[src/rtl/lsu_seq.sv]
// Load/store sequencer: one request at a time, splits misaligned half/word accesses into
// byte beats, reassembles and extends load data, and returns a single-cycle response.
module lsu_seq #(
  parameter int unsigned AWIDTH      = 32,
  parameter int unsigned DWIDTH      = 32,
  parameter bit          MISALIGN_EN = 1'b1
) (
  input  logic              clk,
  input  logic              rst,
  input  logic              req_valid_i,
  output logic              req_ready_o,
  input  logic              req_we_i,
  input  logic [AWIDTH-1:0] req_addr_i,
  input  logic [DWIDTH-1:0] req_data_i,
  input  logic [2:0]        req_funct3_i,
  output logic              resp_valid_o,
  output logic [DWIDTH-1:0] resp_rdata_o,
  output logic              resp_err_o,
  output logic [AWIDTH-1:0] mem_addr_o,
  output logic [DWIDTH-1:0] mem_data_o,
  output logic              mem_read_en_o,
  output logic              mem_write_en_o,
  output logic [2:0]        mem_funct3_o,
  input  logic [DWIDTH-1:0] mem_data_i
);

  typedef enum logic [1:0] {StIdle, StAccess, StResp} state_e;

  state_e            state_q, state_d;
  logic [1:0]        beat_q, beat_d, last_q;
  logic              we_q, split_q, err_q;
  logic [AWIDTH-1:0] addr_q;
  logic [DWIDTH-1:0] data_q, asm_q, rdata_q;
  logic [2:0]        funct3_q;

  logic       req_legal, req_misal, req_err, req_split;
  logic [1:0] req_last;

  always_comb begin
    unique case (req_funct3_i)
      3'd0, 3'd1, 3'd2: req_legal = 1'b1;
      3'd4, 3'd5:       req_legal = !req_we_i;
      default:          req_legal = 1'b0;
    endcase
    req_misal = (req_funct3_i[1:0] == 2'd1 && req_addr_i[0]) ||
                (req_funct3_i[1:0] == 2'd2 && req_addr_i[1:0] != 2'd0);
    req_err   = !req_legal || (req_misal && !MISALIGN_EN);
    req_split = req_misal && MISALIGN_EN;
    req_last  = !req_split ? 2'd0 : (req_funct3_i[1:0] == 2'd1) ? 2'd1 : 2'd3;
  end

  // Raw load word: either the memory word, or the assembly register with the current byte merged.
  logic [DWIDTH-1:0] raw, ext;
  always_comb begin
    raw = mem_data_i;
    if (split_q) begin
      raw = asm_q;
      raw[{beat_q, 3'b000} +: 8] = mem_data_i[7:0];
    end
    case (funct3_q)
      3'd0:    ext = {{24{raw[7]}}, raw[7:0]};
      3'd1:    ext = {{16{raw[15]}}, raw[15:0]};
      3'd4:    ext = {24'h0, raw[7:0]};
      3'd5:    ext = {16'h0, raw[15:0]};
      default: ext = raw;
    endcase
  end

  always_ff @(posedge clk) begin
    if (!rst) begin
      state_q <= StIdle;
      beat_q  <= 2'd0;
    end else begin
      state_q <= state_d;
      beat_q  <= beat_d;
    end
  end

  always_comb begin
    state_d = state_q;
    beat_d  = beat_q;
    unique case (state_q)
      StIdle: begin
        beat_d = 2'd0;
        if (req_valid_i) state_d = req_err ? StResp : StAccess;
      end
      StAccess: begin
        if (beat_q == last_q) begin
          state_d = StResp;
          beat_d  = 2'd0;
        end else begin
          beat_d = beat_q + 2'd1;
        end
      end
      StResp:  state_d = StIdle;
      default: state_d = StIdle;
    endcase
  end

  always_ff @(posedge clk) begin
    if (!rst) begin
      we_q     <= 1'b0;
      split_q  <= 1'b0;
      err_q    <= 1'b0;
      last_q   <= 2'd0;
      addr_q   <= '0;
      data_q   <= '0;
      funct3_q <= 3'd0;
      asm_q    <= '0;
      rdata_q  <= '0;
    end else if (state_q == StIdle && req_valid_i) begin
      we_q     <= req_we_i;
      split_q  <= req_split;
      err_q    <= req_err;
      last_q   <= req_last;
      addr_q   <= req_addr_i;
      data_q   <= req_data_i;
      funct3_q <= req_funct3_i;
      asm_q    <= '0;
      rdata_q  <= '0;
    end else if (state_q == StAccess) begin
      if (split_q) asm_q <= raw;
      if (beat_q == last_q) rdata_q <= we_q ? '0 : ext;
    end
  end

  // Every output is forced low while reset is asserted, even before the reset edge lands.
  always_comb begin
    req_ready_o    = 1'b0;
    resp_valid_o   = 1'b0;
    resp_rdata_o   = '0;
    resp_err_o     = 1'b0;
    mem_addr_o     = '0;
    mem_data_o     = '0;
    mem_read_en_o  = 1'b0;
    mem_write_en_o = 1'b0;
    mem_funct3_o   = 3'd0;
    if (rst) begin
      unique case (state_q)
        StIdle: req_ready_o = 1'b1;
        StAccess: begin
          mem_addr_o     = addr_q + AWIDTH'(beat_q);
          mem_read_en_o  = !we_q;
          mem_write_en_o = we_q;
          if (split_q) begin
            mem_funct3_o = we_q ? 3'd0 : 3'd4;
            mem_data_o   = DWIDTH'(data_q[{beat_q, 3'b000} +: 8]);
          end else begin
            mem_funct3_o = funct3_q;
            mem_data_o   = data_q;
          end
        end
        StResp: begin
          resp_valid_o = 1'b1;
          resp_rdata_o = rdata_q;
          resp_err_o   = err_q;
        end
        default: ;
      endcase
    end
  end

endmodule

[config.mk]
export PLATFORM = sky130hd
export DESIGN_NAME = lsu_seq
export DESIGN_NICKNAME = d
export VERILOG_FILES = /design/src/rtl/lsu_seq.sv
export SDC_FILE = /design/constraint.sdc
export NUM_CORES = 1
export LEC_CHECK = 0
export BUFFER_PORTS_ARGS = -buffer_cell sky130_fd_sc_hd__buf_2
export CAP_MARGIN = 20
export CORE_MARGIN = 8
export CORE_UTILIZATION = 50
export CTS_BUF_LIST = sky130_fd_sc_hd__clkbuf_8
export DETAILED_ROUTE_END_ITERATION = 10
export HOLD_SLACK_MARGIN = 0.05
export PLACE_DENSITY_LB_ADDON = 0.1
export SYNTH_ARGS = -nofsm -noshare
export SYNTH_HDL_FRONTEND = slang
export SYNTH_SLANG_ARGS = --single-unit
[constraint.sdc]
create_clock -name clk -period 4.6 [get_ports clk]
set_input_delay 0.69 -clock clk [delete_from_list [all_inputs] [get_ports clk]]
set_output_delay 0.69 -clock clk [all_outputs]
set_load 0.02 [all_outputs]
==> summary.md <==
| Metric | Value |
|---|---|
| Total iterations of the first detailed-routing run | `5` |
| Cell variety after synth | `53` |
| Total global-route track usage | `roughly 22%` |
| Power Total | `2570 uW` |
| Number of H-tree levels | `4` |
| Max Freq | `between 200 and 300 MHz` |
| Syn. warnings | `0` |
| CTS clock-pin slew for the worst setup and hold paths | `roughly 0.080 ns` |
| M1 wire length | `roughly 9.4 mm` |
| Initial core utilization | `50.9%` |
| Xor/xnor cell area share of the yosys netlist | `under 10%` |
| DR WL met2 | `slightly below 10 mm` |
| Area fraction in compound gates after synthesis | `22.7%` |
| Class of the worst hold path | `register to register` |
| Number of maximum-capacitance constraint violations | `0` |
| Largest family of logic cells by synthesized area | `simple AND/OR/NAND/NOR gates` |
| Full die area | `around 0.019 mm^2` |
| Buffers and inverters on the worst path | `1` |
| CTS sink count | `between 100 and 150` |
| Final worst clock skew | `0.00860 ns` |
| Least setup slack across all paths after layout | `about 1.1 ns` |
| Count of pins on the block boundary | `207` |
| Number of antenna violations at the first check in global routing | `3` |
| Largest delay contributor family on the critical path | `simple AND/OR/NAND/NOR gates` |
| Uppermost layer routed | `met5` |
| Post-CTS Hold Buffers | `0` |
| Die Y-Extent | `137 um` |
| Number of global-route vias before repair | `about 6,700` |
| Static Leakage | `around 0.0038 uW` |
| Relative slew slack | `36.0%` |
| Instance count of the mapped netlist | `around 980` |
| Clock Path Buffers | `2` |
| Detailed-routed wire length on met3 | `1.97 mm` |
| Cell area after synthesis | `0.00735 mm^2` |
| Clock root buffer | `clkbuf_8` |
| Number of port buffers | `a little over 200` |
| Sequential area share after synthesis | `around 38%` |
| VDD IR-drop max | `~0.19 mV` |
| Core box area | `0.0144 mm^2` |
| Adder-Cell Fraction of Synth Area | `roughly 1.5%` |
| Critical path start-end classification | `register to output port` |
| Power per standard cell area | `about 290 mW/mm^2` |
| Critical Path AT | `around 2.8 ns` |
| Avg WL per Cell | `~16 um` |
| Post-CTS setup-driven buffer insertion count | `0` |
| Antenna Nets Post-Route | `0` |
| Aggregate negative setup slack | `0 ns` |
| DP Area | `0.00842 mm^2` |
| Post-Syn Area per Cell | `between 7 and 8 um^2` |
| Area growth from synthesis to final layout | `19.8%` |
| Detailed Route WL | `approximately 22 mm` |
| Final worst path period need | `3.51 ns` |
| Async set or reset register ratio after synthesis | `0%` |
| CP startpoint kind | `register` |
| Post-synthesis mux area share | `1.36%` |
| Critical path data required time | `between 3 and 4 ns` |
| Finish-stage setup viols | `0` |
| Clock tree from TritonCTS | `built` |
| Crit-path slowest cell | `nor4_2` |
| Pin count of the biggest net entering global routing | `74` |
| Tightest Pin Transition | `roughly 0.95 ns` |
| Delay of the slowest cell on the worst path | `0.81 ns` |
| Count of flip-flops with a built-in enable after synthesis | `0` |
| Syn nets | `between 1,000 and 1,500` |
| RSZ-0062 raised after global routing | `no` |
| CP Max Fanout | `10` |
| Final slew viol count | `0` |
| Final Hold Fails | `0` |
| Die X | `approximately 140 um` |
| Number of nets in the finished design | `about 1,300` |
| Layout cell share with drive strength beyond 1 | `a little under a quarter` |
| Critical path, cell by cell | `ha_1, a21oi_1, nor4_2, nand4_1, xor2_1, nor2_1, buf_2` |
| Crit share post-route | `76.3%` |
| Hpwl dp | `between 15 and 20 mm` |
| Wire length of the first global-routing pass | `around 34 mm` |
| Outcome | `complete, no violations` |
| Setup crit end kind | `output port` |
| Total DRC errors in the routed layout | `0` |
| Final estimated routing congestion in global placement | `0.876` |
| Finished Cell Area | `approximately 0.0088 mm^2` |
| Number of gates resized after CTS | `0` |
| Total clock buffers created by CTS | `17` |
| Placement row count | `44` |
| Total number of vias | `between 7,000 and 8,000` |
| Post-placement setup slack | `roughly 1.5 ns` |
| Insertion delay of the later-clocked pin in the worst-skew pair | `approximately 0.45 ns` |
| Flip-flop and latch count after synthesis | `about 140` |
| Number of design-rule violations left by the first detailed-router iteration | `481` |
| Layout filler cell count | `roughly 1,400` |
| Post-DR vias/cell | `~5.4` |
| Post-synthesis simple-gate area fraction | `between 20% and 30%` |
| Overflow after GRT | `0` |
| Leading register cell type out of synthesis | `dfxtp_1` |
metal layers:
metal  track usage (%)  vias to the layer above
met5                 0                        -
li1                  -                     3663
met1              28.1                     3288
met2              35.3                      228
met3              7.84                       32
met4              6.64                        4
cell usage in the layout, fill, tap and decap left out, drive strengths merged, types with 9 or more instances in the layout:
cell type  instances
nand3             15
a21oi             57
xor2              20
o22ai             14
dfxtp            139
inv               14
nor3              10
nor2b             19
nand2            207
buf              218
a211oi             9
nor2              87
nand4             12
and2              63
clkbuf            18
xnor2              9
a21boi            68
o21ai             46
a22oi             32
Yosys cell counts (all sizes together), types with 3 or more instances:
cell type	count	area [um^2]
a31oi	3	18.8
xor2	20	175
ha	7	87.6
nor4	3	25.0
a211oi	9	67.6
a21oi	57	285
a21boi	68	510
o221ai	8	70.1
inv	13	48.8
nor2	87	327
o22ai	14	87.6
nand3	15	75.1
mux2	8	90.1
nand4	12	75.1
nor2b	19	119
a22oi	32	240
nor3	10	50.1
dfxtp	139	2780
o31a	7	61.3
xnor2	9	78.8
and2	63	394
or3	5	31.3
o21ai	46	230
and3	8	50.1
buf	7	37.5
nand2b	7	43.8
nand2	207	777
clkbuf	65	244
final cells by class:
class                           instances  area, um^2  share of cell area (%)
Sequential cell                       139        2780                    31.6
Clock buffer                           18         248                    2.81
Clock inverter                         13         126                    1.44
Inverter                               13        48.8                   0.554
Multi-Input combinational cell        754        4240                    48.2
Tap cell                              184         230                    2.62
Antenna cell                            2        5.00                  0.0569
Timing Repair Buffer                  218        1120                    12.7
cell families (layout without fill, tap and decap cells):
kind of cell / Yosys count / after routing
buf+inv: 85 / 262
flops: 139 / 139
xor+xnor: 29 / 29
compound gates: 256 / 256
simple gates: 452 / 452
mux: 9 / 9
fa+ha+maj: 8 / 8
other cells: 0 / 2
path summary, 6_finish.rpt:
check,from,end,slack (ns),cells after the start
worst min-delay path,rdata_q[17],rdata_q[17],0.44,2
worst min register to register,rdata_q[17],rdata_q[17],0.44,2
worst max register to register,beat_q[0],rdata_q[24],1.59,6
worst max-delay path,beat_q[1],mem_addr_o[31],1.09,7
stage by stage:
step	hold slack, ns	utilization, %	instances
after floorplan	0.414	-	978
after CTS	0.441	61.0	1339
after global placement	0.427	58.4	1308
final	0.438	61.0	1341
after global routing	0.456	61.0	1340
after detailed placement	0.429	58.4	1308
state kept, by name, indices dropped and copies added (netlist names):
name	count
state_q	2
beat_q	2
we_q	1
rdata_q	32
funct3_q	3
data_q	32
err_q	1
addr_q	32
asm_q	32
last_q	2
report_power, final:
part	switching (uW)	internal, uW
clock network	470	486
registers	51.3	1250
logic	192	117
total	713	1860
tightest hold or removal path, stage by stage (launching register included):
cell     delay [ns]
dfxtp_1        0.31
nand2_1        0.05
nand2_1        0.04
No activity file was read; power rests on OpenSTA's default activity.
